===== config.mk =====
export PLATFORM = sky130hd
export DESIGN_NAME = calc_gravity_stream
export DESIGN_NICKNAME = d
export VERILOG_FILES = /design/src/rtl/calc_gravity_stream_pkg.sv /design/src/rtl/calc_gravity_stream_grav_ch_accum.sv /design/src/rtl/calc_gravity_stream.sv
export SDC_FILE = /design/constraint.sdc
export NUM_CORES = 1
export LEC_CHECK = 0
export CAP_MARGIN = 20
export CORE_MARGIN = 3
export CORE_UTILIZATION = 54
export DETAILED_ROUTE_END_ITERATION = 12
export GPL_TIMING_DRIVEN = 0
export PLACE_DENSITY = 0.82
export SLEW_MARGIN = 20
export SYNTH_ARGS = -nofsm -noshare
export SYNTH_HDL_FRONTEND = slang
export SYNTH_SLANG_ARGS = --single-unit

===== constraint.sdc =====
create_clock -name CCLK -period 5.38 [get_ports CCLK]
set_input_delay 1.076 -clock CCLK [delete_from_list [all_inputs] [get_ports CCLK]]
set_output_delay 1.076 -clock CCLK [all_outputs]
set_load 0.01 [all_outputs]

===== src/rtl/calc_gravity_stream_pkg.sv =====
// Shared types, default widths and saturating arithmetic for the centre-of-gravity accumulator.
// Pure declarations: no latency, no flow control.
package calc_gravity_stream_pkg;

    typedef enum logic [1:0] {
        IDLE  = 2'd0,
        ACCUM = 2'd1,
        FLUSH = 2'd2,
        HOLD  = 2'd3
    } state_t;

    localparam int SUM_S_WIDTH_DEF  = 28;
    localparam int SUM_SX_WIDTH_DEF = 40;
    localparam int SUM_SY_WIDTH_DEF = 40;
    localparam int IMG_WIDTH_DEF    = 640;
    localparam int IMG_HEIGHT_DEF   = 480;
    localparam int XW               = $clog2(IMG_WIDTH_DEF);
    localparam int YW               = $clog2(IMG_HEIGHT_DEF);

    typedef struct packed {
        logic [63:0] val;
        logic        ovf;
    } sat_t;

    // Unsigned add clamped to a w-bit all-ones ceiling (w <= 64).
    function automatic sat_t sat_add(input logic [63:0] a, input logic [63:0] b, input int w);
        logic [64:0] sum;
        logic [64:0] lim;
        sat_t        r;
        sum = {1'b0, a} + {1'b0, b};
        lim = (65'd1 << w) - 65'd1;
        if (sum > lim) begin
            r.val = 64'(lim);
            r.ovf = 1'b1;
        end else begin
            r.val = 64'(sum);
            r.ovf = 1'b0;
        end
        return r;
    endfunction

endpackage


===== src/rtl/calc_gravity_stream_grav_ch_accum.sv =====
// One channel: pixel weight (stage 1) then saturating S / S*x / S*y accumulation (stage 2), sticky ovf.
// Latency 2 cycles from pixel to accumulator; no backpressure, the owner gates en and clears with clr.
module grav_ch_accum
    import calc_gravity_stream_pkg::*;
#(
    parameter int PIXEL_WIDTH = 8,
    parameter int XBITS       = XW,
    parameter int YBITS       = YW,
    parameter int S_W         = SUM_S_WIDTH_DEF,
    parameter int SX_W        = SUM_SX_WIDTH_DEF,
    parameter int SY_W        = SUM_SY_WIDTH_DEF
) (
    input  logic                   clk,
    input  logic                   rst,
    input  logic                   clr,
    input  logic                   en,
    input  logic [PIXEL_WIDTH-1:0] pix,
    input  logic [PIXEL_WIDTH-1:0] thr,
    input  logic                   mode,
    input  logic [XBITS-1:0]       x,
    input  logic [YBITS-1:0]       y,
    output logic [S_W-1:0]         sum_s,
    output logic [SX_W-1:0]        sum_sx,
    output logic [SY_W-1:0]        sum_sy,
    output logic                   ovf
);

    logic [PIXEL_WIDTH-1:0] w;
    logic [PIXEL_WIDTH-1:0] w_q;
    logic [XBITS-1:0]       x_q;
    logic [YBITS-1:0]       y_q;
    logic                   vld_q;
    sat_t                   s_n;
    sat_t                   sx_n;
    sat_t                   sy_n;

    always_comb begin
        w = '0;
        if (pix > thr) begin
            w = mode ? pix - thr : PIXEL_WIDTH'(1);
        end
    end

    always_ff @(posedge clk) begin
        if (rst) begin
            vld_q <= 1'b0;
            w_q   <= '0;
            x_q   <= '0;
            y_q   <= '0;
        end else begin
            vld_q <= en;
            w_q   <= w;
            x_q   <= x;
            y_q   <= y;
        end
    end

    always_comb begin
        s_n  = sat_add(64'(sum_s), 64'(w_q), S_W);
        sx_n = sat_add(64'(sum_sx), 64'(w_q) * 64'(x_q), SX_W);
        sy_n = sat_add(64'(sum_sy), 64'(w_q) * 64'(y_q), SY_W);
    end

    // clr wins over a pending stage-1 pixel: on a restart that pixel belongs to the abandoned frame.
    always_ff @(posedge clk) begin
        if (rst || clr) begin
            sum_s  <= '0;
            sum_sx <= '0;
            sum_sy <= '0;
            ovf    <= 1'b0;
        end else if (vld_q) begin
            sum_s  <= S_W'(s_n.val);
            sum_sx <= SX_W'(sx_n.val);
            sum_sy <= SY_W'(sy_n.val);
            ovf    <= ovf | s_n.ovf | sx_n.ovf | sy_n.ovf;
        end
    end

endmodule


===== src/rtl/calc_gravity_stream.sv =====
// Streaming per-channel centre-of-gravity sums with raster counters and frame FSM; ROI window when CALC_GRAVITY_ROI_EN is defined.
// Result valid 3 cycles after the last pixel and held until iRES_READY; frames starting during FLUSH/HOLD are dropped (oDROP).
module calc_gravity_stream
    import calc_gravity_stream_pkg::*;
#(
    parameter int NUM_CH       = 2,
    parameter int PIXEL_WIDTH  = 8,
    parameter int IMG_WIDTH    = IMG_WIDTH_DEF,
    parameter int IMG_HEIGHT   = IMG_HEIGHT_DEF,
    parameter int SUM_S_WIDTH  = SUM_S_WIDTH_DEF,
    parameter int SUM_SX_WIDTH = SUM_SX_WIDTH_DEF,
    parameter int SUM_SY_WIDTH = SUM_SY_WIDTH_DEF
) (
    input  logic                           CCLK,
    input  logic                           RST,
    input  logic [PIXEL_WIDTH-1:0]         iTHRESHOLD,
    input  logic                           iMODE,
    input  logic                           iFRAME_START,
    input  logic                           iPIX_VALID,
    input  logic [NUM_CH*PIXEL_WIDTH-1:0]  iPIX_DATA,
`ifdef CALC_GRAVITY_ROI_EN
    input  logic [$clog2(IMG_WIDTH)-1:0]   iROI_X0,
    input  logic [$clog2(IMG_WIDTH)-1:0]   iROI_X1,
    input  logic [$clog2(IMG_HEIGHT)-1:0]  iROI_Y0,
    input  logic [$clog2(IMG_HEIGHT)-1:0]  iROI_Y1,
`endif
    output logic                           oRES_VALID,
    input  logic                           iRES_READY,
    output logic [NUM_CH*SUM_S_WIDTH-1:0]  oSUM_S,
    output logic [NUM_CH*SUM_SX_WIDTH-1:0] oSUM_SX,
    output logic [NUM_CH*SUM_SY_WIDTH-1:0] oSUM_SY,
    output logic [NUM_CH-1:0]              oOVF,
    output logic                           oDROP,
    output logic [1:0]                     oSTATE
);

    localparam int XBITS = $clog2(IMG_WIDTH);
    localparam int YBITS = $clog2(IMG_HEIGHT);
    localparam logic [XBITS-1:0] X_LAST = XBITS'(IMG_WIDTH - 1);
    localparam logic [YBITS-1:0] Y_LAST = YBITS'(IMG_HEIGHT - 1);

    state_t                 state;
    state_t                 state_nxt;
    logic                   flush_cnt;
    logic [XBITS-1:0]       x_cnt;
    logic [YBITS-1:0]       y_cnt;
    logic [XBITS-1:0]       px;
    logic [YBITS-1:0]       py;
    logic [PIXEL_WIDTH-1:0] thr_q;
    logic [PIXEL_WIDTH-1:0] thr_eff;
    logic                   mode_q;
    logic                   mode_eff;
    logic                   start;
    logic                   take;
    logic                   last;
    logic                   accept;
    logic                   clr;
    logic                   roi_ok;
    logic                   drop_q;

    // A start pulse takes effect in its own cycle, so a same-cycle pixel sees (0,0) and the new thr/mode.
    always_comb begin
        start    = iFRAME_START && (state == IDLE || state == ACCUM);
        take     = iPIX_VALID && (state == ACCUM || start);
        px       = start ? '0 : x_cnt;
        py       = start ? '0 : y_cnt;
        thr_eff  = start ? iTHRESHOLD : thr_q;
        mode_eff = start ? iMODE : mode_q;
        last     = take && (px == X_LAST) && (py == Y_LAST);
        accept   = (state == HOLD) && iRES_READY;
        clr      = start || accept;
    end

`ifdef CALC_GRAVITY_ROI_EN
    logic [XBITS-1:0] rx0_q, rx1_q, rx0, rx1;
    logic [YBITS-1:0] ry0_q, ry1_q, ry0, ry1;

    always_ff @(posedge CCLK) begin
        if (RST) begin
            rx0_q <= '0;
            rx1_q <= '0;
            ry0_q <= '0;
            ry1_q <= '0;
        end else if (start) begin
            rx0_q <= iROI_X0;
            rx1_q <= iROI_X1;
            ry0_q <= iROI_Y0;
            ry1_q <= iROI_Y1;
        end
    end

    always_comb begin
        rx0    = start ? iROI_X0 : rx0_q;
        rx1    = start ? iROI_X1 : rx1_q;
        ry0    = start ? iROI_Y0 : ry0_q;
        ry1    = start ? iROI_Y1 : ry1_q;
        roi_ok = (px >= rx0) && (px <= rx1) && (py >= ry0) && (py <= ry1);
    end
`else
    assign roi_ok = 1'b1;
`endif

    always_ff @(posedge CCLK) begin
        if (RST) begin
            state <= IDLE;
        end else begin
            state <= state_nxt;
        end
    end

    always_comb begin
        state_nxt = state;
        case (state)
            IDLE, ACCUM: begin
                if (last) begin
                    state_nxt = FLUSH;
                end else if (start) begin
                    state_nxt = ACCUM;
                end
            end
            FLUSH:   if (flush_cnt) state_nxt = HOLD;
            HOLD:    if (accept) state_nxt = IDLE;
            default: state_nxt = IDLE;
        endcase
    end

    always_ff @(posedge CCLK) begin
        if (RST || state != FLUSH) begin
            flush_cnt <= 1'b0;
        end else begin
            flush_cnt <= ~flush_cnt;
        end
    end

    always_ff @(posedge CCLK) begin
        if (RST) begin
            x_cnt  <= '0;
            y_cnt  <= '0;
            thr_q  <= '0;
            mode_q <= 1'b0;
            drop_q <= 1'b0;
        end else begin
            drop_q <= iFRAME_START && (state != IDLE);
            if (start) begin
                thr_q  <= iTHRESHOLD;
                mode_q <= iMODE;
            end
            if (take) begin
                if (px == X_LAST) begin
                    x_cnt <= '0;
                    y_cnt <= (py == Y_LAST) ? '0 : py + YBITS'(1);
                end else begin
                    x_cnt <= px + XBITS'(1);
                    y_cnt <= py;
                end
            end else if (start) begin
                x_cnt <= '0;
                y_cnt <= '0;
            end
        end
    end

    logic [SUM_S_WIDTH-1:0]  s_arr   [NUM_CH];
    logic [SUM_SX_WIDTH-1:0] sx_arr  [NUM_CH];
    logic [SUM_SY_WIDTH-1:0] sy_arr  [NUM_CH];
    logic                    ovf_arr [NUM_CH];

    for (genvar c = 0; c < NUM_CH; c++) begin : g_ch
        grav_ch_accum #(
            .PIXEL_WIDTH (PIXEL_WIDTH),
            .XBITS       (XBITS),
            .YBITS       (YBITS),
            .S_W         (SUM_S_WIDTH),
            .SX_W        (SUM_SX_WIDTH),
            .SY_W        (SUM_SY_WIDTH)
        ) u_ch (
            .clk    (CCLK),
            .rst    (RST),
            .clr    (clr),
            .en     (take && roi_ok),
            .pix    (iPIX_DATA[c*PIXEL_WIDTH +: PIXEL_WIDTH]),
            .thr    (thr_eff),
            .mode   (mode_eff),
            .x      (px),
            .y      (py),
            .sum_s  (s_arr[c]),
            .sum_sx (sx_arr[c]),
            .sum_sy (sy_arr[c]),
            .ovf    (ovf_arr[c])
        );
    end

    always_comb begin
        oSUM_S  = '0;
        oSUM_SX = '0;
        oSUM_SY = '0;
        oOVF    = '0;
        for (int c = 0; c < NUM_CH; c++) begin
            oSUM_S[c*SUM_S_WIDTH +: SUM_S_WIDTH]    = s_arr[c];
            oSUM_SX[c*SUM_SX_WIDTH +: SUM_SX_WIDTH] = sx_arr[c];
            oSUM_SY[c*SUM_SY_WIDTH +: SUM_SY_WIDTH] = sy_arr[c];
            oOVF[c]                                 = ovf_arr[c];
        end
    end

    assign oRES_VALID = (state == HOLD);
    assign oDROP      = drop_q;
    assign oSTATE     = state;

endmodule


### After elaboration in Yosys (flattened, before gate mapping)

Cells that the tools add are included.

* memories kept: 0
* bits of input ports: 30
* RAM bits: 0
* output and inout port bits: 222
* memory bits (read-only): 0
* word-level logic and storage cells: 104
* register bits after elaboration: 286
* bits in latches: 0

* divide/modulo/power cells: 0
* bitwise logic cells: 10
* multiplexer cells: 22
* magnitude comparators: 8
* multipliers: 4
* $add $sub $neg: 10
* reduce and logical (&&, ||, !) cells: 19
* shifts and indexed selects: 0
* equality and inequality tests: 9

Operators with widths (count)
* > comparator 41 x 40 -> 1 bit, second input constant: 4
* two-way mux 41 bit: 4
* adder 40 x 17 -> 41 bit: 2
* adder 40 x 18 -> 41 bit: 2
* adder 28 x 8 -> 29 bit: 2
* > comparator 29 x 28 -> 1 bit, second input constant: 2
* two-way mux 29 bit: 2
* multiplier 8 x 10 -> 18 bit: 2
* two-way mux 9 bit: 4
* multiplier 8 x 9 -> 17 bit: 2
* two-way mux 10 bit: 3
* > comparator 8 bit: 2
* subtractor 8 bit: 2
* adder 10 x 1 -> 10 bit, second input constant: 1
* == test 10 bit, second input constant: 1
* adder 9 x 1 -> 9 bit, second input constant: 1
* == test 9 bit, second input constant: 1
* two-way mux 2 bit: 4
* two-way mux 8 bit: 1
* logical AND 1 bit: 6
* bitwise OR 1 bit: 6
* case mux 2 bit (3 select lines): 1
* OR reduction 2 bit: 3
* OR reduction 3 bit: 2
* 11 further kinds: 22

### Longest topological paths before layout

Gate-level depths: netlist of the first run.

* word-level depth: 9
* gate-level depth with buffers: 21
* gate-level depth less buffers: 18

### By module

A second synthesis of the first run with hierarchy kept.

* cell total of the unflattened synthesis: 3083
* area total of the unflattened synthesis: 26245.2 sq um

By module, submodules not included
* grav_ch_accum (g_ch[1].u_ch): cells an instance 1456, area each 12543.3 sq um, seq. area each 2742.6 sq um, instances 1
* grav_ch_accum (g_ch[0].u_ch): cells an instance 1429, area each 12142.9 sq um, seq. area each 2742.6 sq um, instances 1
* calc_gravity_stream: cells an instance 198, area each 1559.0 sq um, seq. area each 640.6 sq um, instances 1

### Least setup slack after synthesis of the first run

No wires, ideal clock.

* path type: register to register
* start: register g_ch[0].u_ch.w_q[1]
* end: register g_ch[0].u_ch.sum_sy[37]
* slack: 0.190 ns
* setup time: 0.132 ns
* data required time: 5.248 ns
* data arrival time: 5.058 ns
* clock period less this slack: 5.190 ns
* cell stages (with the launch flop): 20
* buffers on the path: 2
* cell sequence: dfxtp_1 -> clkbuf_1 -> clkbuf_1 -> nand2_1 -> fa_1 -> inv_1 -> fa_1 -> fa_1 -> inv_1 -> fa_1 -> inv_1 -> ha_1 -> a21oi_1 -> o21ai_1 -> o2111ai_1 -> a31oi_1 -> o21ai_2 -> nand2_1 -> or3_1 -> nor3b_1

* word-level cells in the longest chain between the ends: 4

Ends and longest elaborated chain
* from (decl): RTL line calc_gravity_stream_grav_ch_accum.sv:29 `logic [PIXEL_WIDTH-1:0] w_q;`
* from (signal assigned): RTL line calc_gravity_stream_grav_ch_accum.sv:52 `w_q <= w;`
* multiplier 8 x 9 -> 17 bit *: RTL line calc_gravity_stream_grav_ch_accum.sv:61 `sy_n = sat_add(64'(sum_sy), 64'(w_q) * 64'(y_q), SY_W);`
* adder 40 x 17 -> 41 bit *: RTL line calc_gravity_stream_pkg.sv:30 `sum = {1'b0, a} + {1'b0, b};`
* > comparator 41 x 40 -> 1 bit: RTL line calc_gravity_stream_pkg.sv:32 `if (sum > lim) begin`
* two-way mux 41 bit *: RTL line calc_gravity_stream_pkg.sv:32
* to (signal assigned): RTL line calc_gravity_stream_grav_ch_accum.sv:74 `sum_sy <= SY_W'(sy_n.val);`
* to (decl): RTL line calc_gravity_stream_grav_ch_accum.sv:24 `output logic [SY_W-1:0] sum_sy,`

Mark *: on every way between the ends. The rest lies on a longest branch, timed or not.
A chain may end at the register's enable or synchronous reset.

### Final worst setup path of the first run

* start: register g_ch[0].u_ch.w_q[4]
* end: register g_ch[0].u_ch.sum_sy[25]

Same word-level chain as after synthesis.

==> results of run 1 <==
per-layer routing:
metal / GRT usage / vias up
met3: 0.0649 / 294
met1: 0.434 / 11798
li1: - / 10724
met5: 0 / -
met2: 0.535 / 1353
met4: 0.174 / 4
through the flow:
stage / power, mW / area, um2
final: 5.31 / 31100
after global routing: 5.45 / 31100
after CTS: 5.29 / 30500
after global placement: 2.83 / 28600
after floorplan: 2.57 / 25300
after detailed placement: 2.84 / 28600
power by group through the flow:
stage | logic [mW] | registers (mW) | clock network [mW]
6_report | 0.641 | 2.21 | 2.46
5_1_grt | 0.685 | 2.21 | 2.56
3_3_place_gp | 0.560 | 2.27 | 0
3_5_place_dp | 0.577 | 2.27 | 0
2_1_floorplan | 0.328 | 2.24 | 0
4_1_cts | 0.604 | 2.21 | 2.47
final cells by class:
cell class                 instances  share of cell area
buffer                           123              0.0262
clock inverter                    12             0.00345
sequential                       286               0.187
clock buffer                      52              0.0348
tap                              600              0.0241
multi-input combinational       2129               0.572
inverter                         452              0.0545
timing repair buffer             317              0.0977
logic make-up (layout without fill, tap and decap cells):
family,Yosys count,count (layout),synth area share
AOI/OAI and AO/OA,608,608,0.155
muxes,24,24,0.00948
buffers and inverters,579,956,0.0879
xor gates and xnor gates,83,83,0.0287
and+or+nand+nor,963,964,0.198
DFF,286,286,0.226
adders and majority gates,450,450,0.295
state kept, by name, indices dropped and copies added (netlist names):
name,count
g_ch.u_ch.sum_sx,80
y_cnt,9
x_cnt,10
g_ch.u_ch.y_q,9
g_ch.u_ch.sum_s,56
flush_cnt,1
g_ch.u_ch.vld_q,1
mode_q,1
g_ch.u_ch.w_q,16
thr_q,8
g_ch.u_ch.ovf,2
oDROP,1
g_ch.u_ch.sum_sy,80
oSTATE,2
g_ch.u_ch.x_q,10
worst paths after layout:
path,from,end,slack [ns],depth (start not counted)
setup / recovery,g_ch[0].u_ch.w_q[4]$_SDFF_PP0_,g_ch[0].u_ch.sum_sy[25]$_SDFFE_PP0P_,0.1,19
hold / removal,flush_cnt$_SDFF_PP0_,flush_cnt$_SDFF_PP0_,0.44,1
setup reg to reg,g_ch[0].u_ch.w_q[4]$_SDFF_PP0_,g_ch[0].u_ch.sum_sy[25]$_SDFFE_PP0P_,0.1,19
hold reg to reg,flush_cnt$_SDFF_PP0_,flush_cnt$_SDFF_PP0_,0.44,1
timing repair:
item                       in CTS  in global routing
setup buffers                  21                 44
gates cloned                    0                  1
gates resized for setup       180                 98
pin swaps                      12                 31
setup endpoints to repair     162                133
cells in the mapped netlist (22+ instances only):
cell and instances:
and2_1 226, a21o_1 42, nor2b_1 22, clkbuf_1 97, and3_1 47, and4_1 23
nand2_1 250, inv_1 452, a211oi_1 35, nor3_1 70, nor2_1 156, o21ai_0 133
a21oi_1 154, dfxtp_1 286, ha_1 204, mux2i_1 24, nand4_1 25, nand3_1 62
xnor2_1 43, fa_1 246, a31oi_1 82, xor2_1 40
==> results.yml, run 1 <==
final_layout:
  fin_cells: 3971
  multi_input_area_um2: 17800
  insertedDiodeCount: 0
  nFillCells: 3635
  area_growth_pct: 22.9
  final_common_cell: "inv_1"
  drive_gt1_frac: 0.0934
  fin_nets: 3825
  area.sequential_um2: 5830
  fin_util: 0.679
  layout_common_cells: "452 x inv_1, 252 x dfxtp_1, 251 x clkdlybuf4s50_1"
clocking:
  cts-root-buf: "clkbuf_16"
  cts_buffer_depth: 3
  clkSinkCount: 286
  numCtsBuffers: 36
  ctsHoldBuffers: 0
  cts_tree: "yes"
  htreeDepth: 2
  insertion_delay_ns: 0.56
  clk_pin_slew_ns: 0.05
yosys:
  synth_seq_cells: 286
  yosysTopAreaCellShare: 0.226
  netlist_area_um2: 25300
  avgSynthCellArea_um2: 8.47
  ys_warn_count: 0
  synth.distinct_cells: 85
  synth_cells: 2993
  synth-edff-count: 0
  syn-num-nets: 3473
  netlist_top_cells_area: "dfxtp_1 23%, fa_1 19%, ha_1 10%"
  ys_async_sr_fraction: 0
  seq_area_frac_synth: 0.226
  yosys.area.top_type: "dfxtp_1"
  synthFlopType: "dfxtp_1"
floorplan:
  io_pins: 252
  start_util: 0.552
  die_width_um: 223
  design.die.area_um2: 49600
  die_y_um: 223
  num_rows: 78
  core_area_um2: 45900
pwr:
  p_sw_mw: 1.47
  leakagePower_nw: 14.3
  clock_power_share: 0.464
  seqPwrFrac: 0.415
  power.density_nw_per_um2: 170
  internal_power_mw: 3.84
  irDropWorstVdd_mv: 0.189
  combPwrFrac: 0.121
  swShare: 0.277
routing:
  routed-via-count: 24173
  dr_wl_met2_mm: 39.6
  first_pass_iters: 6
  ant_nets: 0
  drcViolationCount: 0
  routed_wire_length_per_instance_um: 21.9
  wl_met3_mm: 9.24
  drt_iter0_drc: 2316
  via_per_inst: 6.09
  wl_met1_mm: 33.4
  routed_wirelength_mm: 87.1
  routed.top_layer: "met5"
place:
  placed_cells_incl_taps: 3845
  dp_hpwl_mm: 64.9
  portBuffers: 251
  gp_congestion: 0.972
  dpl_worst_slack_ns: -1.30
run:
  max_cap_violations: 0
sta:
  slew_headroom: 0.291
  tns_ns: 0
  max_freq_mhz: 189
  fin_worst_skew_ns: 0.0288
  fin_ws_ns: 0.0978
  hold_ws_ns: 0.439
  rsz0062_at_grt: "true"
  fin_crit_sh: 0.982
  setup_violations: 0
  worstMarginPinSlew_ns: 1.06
  slew_viol_final: 0
  hold_violations: 0
  finalCriticalPeriod_ns: 5.28
worst_setup_path:
  crit_chain: "buf_4 -> and2_1 -> fa_1 -> inv_1 -> fa_1 -> inv_1 -> fa_1 -> inv_1 -> fa_1 -> inv_1 -> ha_2 -> nand3_2 -> o221ai_2 -> nand3b_1 -> a21oi_2 -> o211ai_1 -> buf_4 -> or3_1 -> a31oi_1"
  slowest_stage: "fa_1"
  worstSetupPathType: "register to register"
  required_ns: 5.86
  crit_buf_inv: 6
  cp-end-kind: "register"
  path_max_fanout: 10
  crit_arrival_ns: 5.77
  cp_top_family: "adder cells"
  start_kind: "register"
  cp_slowest_stage_delay_ns: 0.53
grt:
  grt_antenna_before_repair: 3
  grt_pass1_vias: 23839
  overflow: 0
  grt_max_degree: 14
  grt_first_pass_wirelength_mm: 132
  track_usage: 0.336
worst_hold_path:
  hold_path.class: "register to register"
run_status:
  status: "finished clean"
Power figures use the tool's default switching activity.
==> inputs of run 2 (changes only) <==
--- a/config.mk
+++ b/config.mk
@@ -6,10 +6,10 @@
 export NUM_CORES = 1
 export LEC_CHECK = 0
 export CAP_MARGIN = 20
-export CORE_MARGIN = 3
 export CORE_UTILIZATION = 54
 export DETAILED_ROUTE_END_ITERATION = 12
 export GPL_TIMING_DRIVEN = 0
+export HOLD_SLACK_MARGIN = 0.05
 export PLACE_DENSITY = 0.82
 export SLEW_MARGIN = 20
 export SYNTH_ARGS = -nofsm -noshare
==> run 2 against run 1 <==
  * Sequential power barely moved
  * Register-to-register slack barely moved
  * Count of clock-buffer cells in the layout is 2 lower
  * Utilization down 1.1 points
  * Sequential share of layout area about the same
  * Critical path depth decreased by 2
  * Worst hold slack gained 0.022 ns
  * Design area is 0.33% lower
  * Non-clock buffer count decreased by 18
  * Critical endpoint unchanged
  * Highest routed layer is now met4
==> results.yml, run 2 (synthesis results as in run 1) <==
run_status:
  status: "finished clean"
pwr:
  power.density_nw_per_um2: 175
  irDropWorstVdd_mv: 0.163
  leakagePower_nw: 14.2
  total_power_mw: 5.44
grt:
  grt_first_pass_wirelength_mm: 129
  grt_max_degree: 13
  grt_antenna_before_repair: 1
  overflow: 0
  grt_pass1_vias: 22966
  track_usage: 0.353
sta:
  setup_violations: 0
  hold_ws_ns: 0.461
  worstMarginPinSlew_ns: 1.11
  fin_crit_sh: 0.980
  slew_viol_final: 0
  slew_headroom: 0.258
  hold_violations: 0
  fin_ws_ns: 0.110
  fin_worst_skew_ns: 0.0223
  max_freq_mhz: 190
  tns_ns: 0
  finalCriticalPeriod_ns: 5.27
worst_setup_path:
  crit_arrival_ns: 5.76
  slowest_stage: "fa_1"
  cp_top_family: "adder cells"
  worstSetupPathType: "register to register"
  start_kind: "register"
  rr_worst_depth: 17
  cp-end-kind: "register"
  crit_buf_inv: 4
  crit_end: "g_ch[0].u_ch.sum_sy[25]$_SDFFE_PP0P_"
  reg2reg_from: "g_ch[0].u_ch.y_q[3]$_SDFF_PP0_"
  ff2ff_setup_slack_ns: 0.11
  cp_slowest_stage_delay_ns: 0.55
  critPathMostFrequentCell: "fa_1"
  path_max_fanout: 10
  crit_cells: 17
  crit_chain: "clkbuf_4 -> and2_1 -> fa_1 -> fa_1 -> fa_1 -> inv_1 -> fa_1 -> inv_1 -> ha_2 -> nand3_2 -> o221ai_4 -> nand3b_1 -> a21oi_2 -> o211ai_1 -> buf_4 -> or3_1 -> a31oi_1"
  crit_start: "g_ch[0].u_ch.y_q[3]$_SDFF_PP0_"
  required_ns: 5.87
  r2r-end: "g_ch[0].u_ch.sum_sy[25]$_SDFFE_PP0P_"
clocking:
  clk_pin_slew_ns: 0.06
  htreeDepth: 2
  clkSinkCount: 286
  insertion_delay_ns: 0.58
  cts_tree: "yes"
  numCtsBuffers: 36
  cts-root-buf: "clkbuf_16"
  cts_buffer_depth: 3
  ctsHoldBuffers: 0
worst_hold_path:
  hold_path.class: "register to register"
final_layout:
  area_growth_pct: 22.5
  fin_nets: 3807
  final_common_cell: "inv_1"
  multi_input_area_um2: 17800
  fin_util: 0.668
  final_cell_area_um2: 31000
  fin_cells: 3960
  layout_common_cells: "452 x inv_1, 251 x dfxtp_1, 251 x clkdlybuf4s50_1"
  reg_top3: "g_ch.u_ch.sum_sx x80, g_ch.u_ch.sum_sy x80, g_ch.u_ch.sum_s x56"
  drive_gt1_frac: 0.0877
  area.sequential_um2: 5820
  nFillCells: 3687
floorplan:
  io_pins: 252
  start_util: 0.545
  design.die.area_um2: 47800
  die_width_um: 219
  die_y_um: 219
  num_rows: 79
  core_area_um2: 46500
place:
  gp_congestion: 0.979
  dp_hpwl_mm: 62.2
  portBuffers: 251
  placed_cells_incl_taps: 3851
  dpl_worst_slack_ns: -1.48
  placedInstanceArea_um2: 28600
routing:
  first_pass_iters: 6
  ant_nets: 0
  drt_iter0_drc: 2305
  routed_wire_length_per_instance_um: 21.6
  drcViolationCount: 0
  routed_wirelength_mm: 85.3
  via_per_inst: 6.05
  routed-via-count: 23944
run:
  max_cap_violations: 0
## run 2: cell type report
cell class / count / area share
antenna: 2 / 0.000161
buffer: 125 / 0.0268
clock buffer: 50 / 0.0330
clock inverter: 12 / 0.00713
inverter: 452 / 0.0546
multi-input combinational: 2129 / 0.573
sequential: 286 / 0.188
tap: 607 / 0.0245
timing repair buffer: 297 / 0.0928
## run 2: worst reg2reg max path: stages, from the launching register on
cell	delay, ns
dfxtp_2	0.42
clkbuf_4	0.27
and2_1	0.20
fa_1	0.46
fa_1	0.53
fa_1	0.54
inv_1	0.05
fa_1	0.55
inv_1	0.05
ha_2	0.37
nand3_2	0.13
o221ai_4	0.24
nand3b_1	0.20
a21oi_2	0.25
o211ai_1	0.19
buf_4	0.25
or3_1	0.34
a31oi_1	0.15
## run 2: timing repair
action | 4_1_cts | 5_1_grt
setup buffers | 18 | 28
pin swaps | 11 | 28
endpoints found under the hold margin | 0 | 0
gates resized for setup | 181 | 81
cloned | 0 | 1
setup endpoints to repair | 162 | 123
## run 2: power by group
part | internal [mW] | leakage, nW | switching, mW
registers | 2.15 | 2.34 | 0.0584
clock network | 1.58 | 0.610 | 1.02
logic | 0.234 | 11.2 | 0.397
## run 2: metal layers
layer | part of all wire | wire length (um) | GRT usage | vias to the layer above
met2 | 0.44 | 37400 | 0.541 | 1455
met5 | 0 | 0 | 0 | -
met4 | 0.066 | 5670 | 0.206 | 0
met1 | 0.37 | 31800 | 0.442 | 11433
li1 | - | - | - | 10698
met3 | 0.12 | 10500 | 0.0988 | 358
## run 2: how the worst min path moves through the flow
stage          depth (start not counted)            startpoint              endpoint
2_1_floorplan                          1  flush_cnt$_SDFF_PP0_  flush_cnt$_SDFF_PP0_
3_3_place_gp                           1  flush_cnt$_SDFF_PP0_  flush_cnt$_SDFF_PP0_
3_5_place_dp                           1  flush_cnt$_SDFF_PP0_  flush_cnt$_SDFF_PP0_
4_1_cts                                1  flush_cnt$_SDFF_PP0_  flush_cnt$_SDFF_PP0_
5_1_grt                                1  flush_cnt$_SDFF_PP0_  flush_cnt$_SDFF_PP0_
6_report                               1  flush_cnt$_SDFF_PP0_  flush_cnt$_SDFF_PP0_
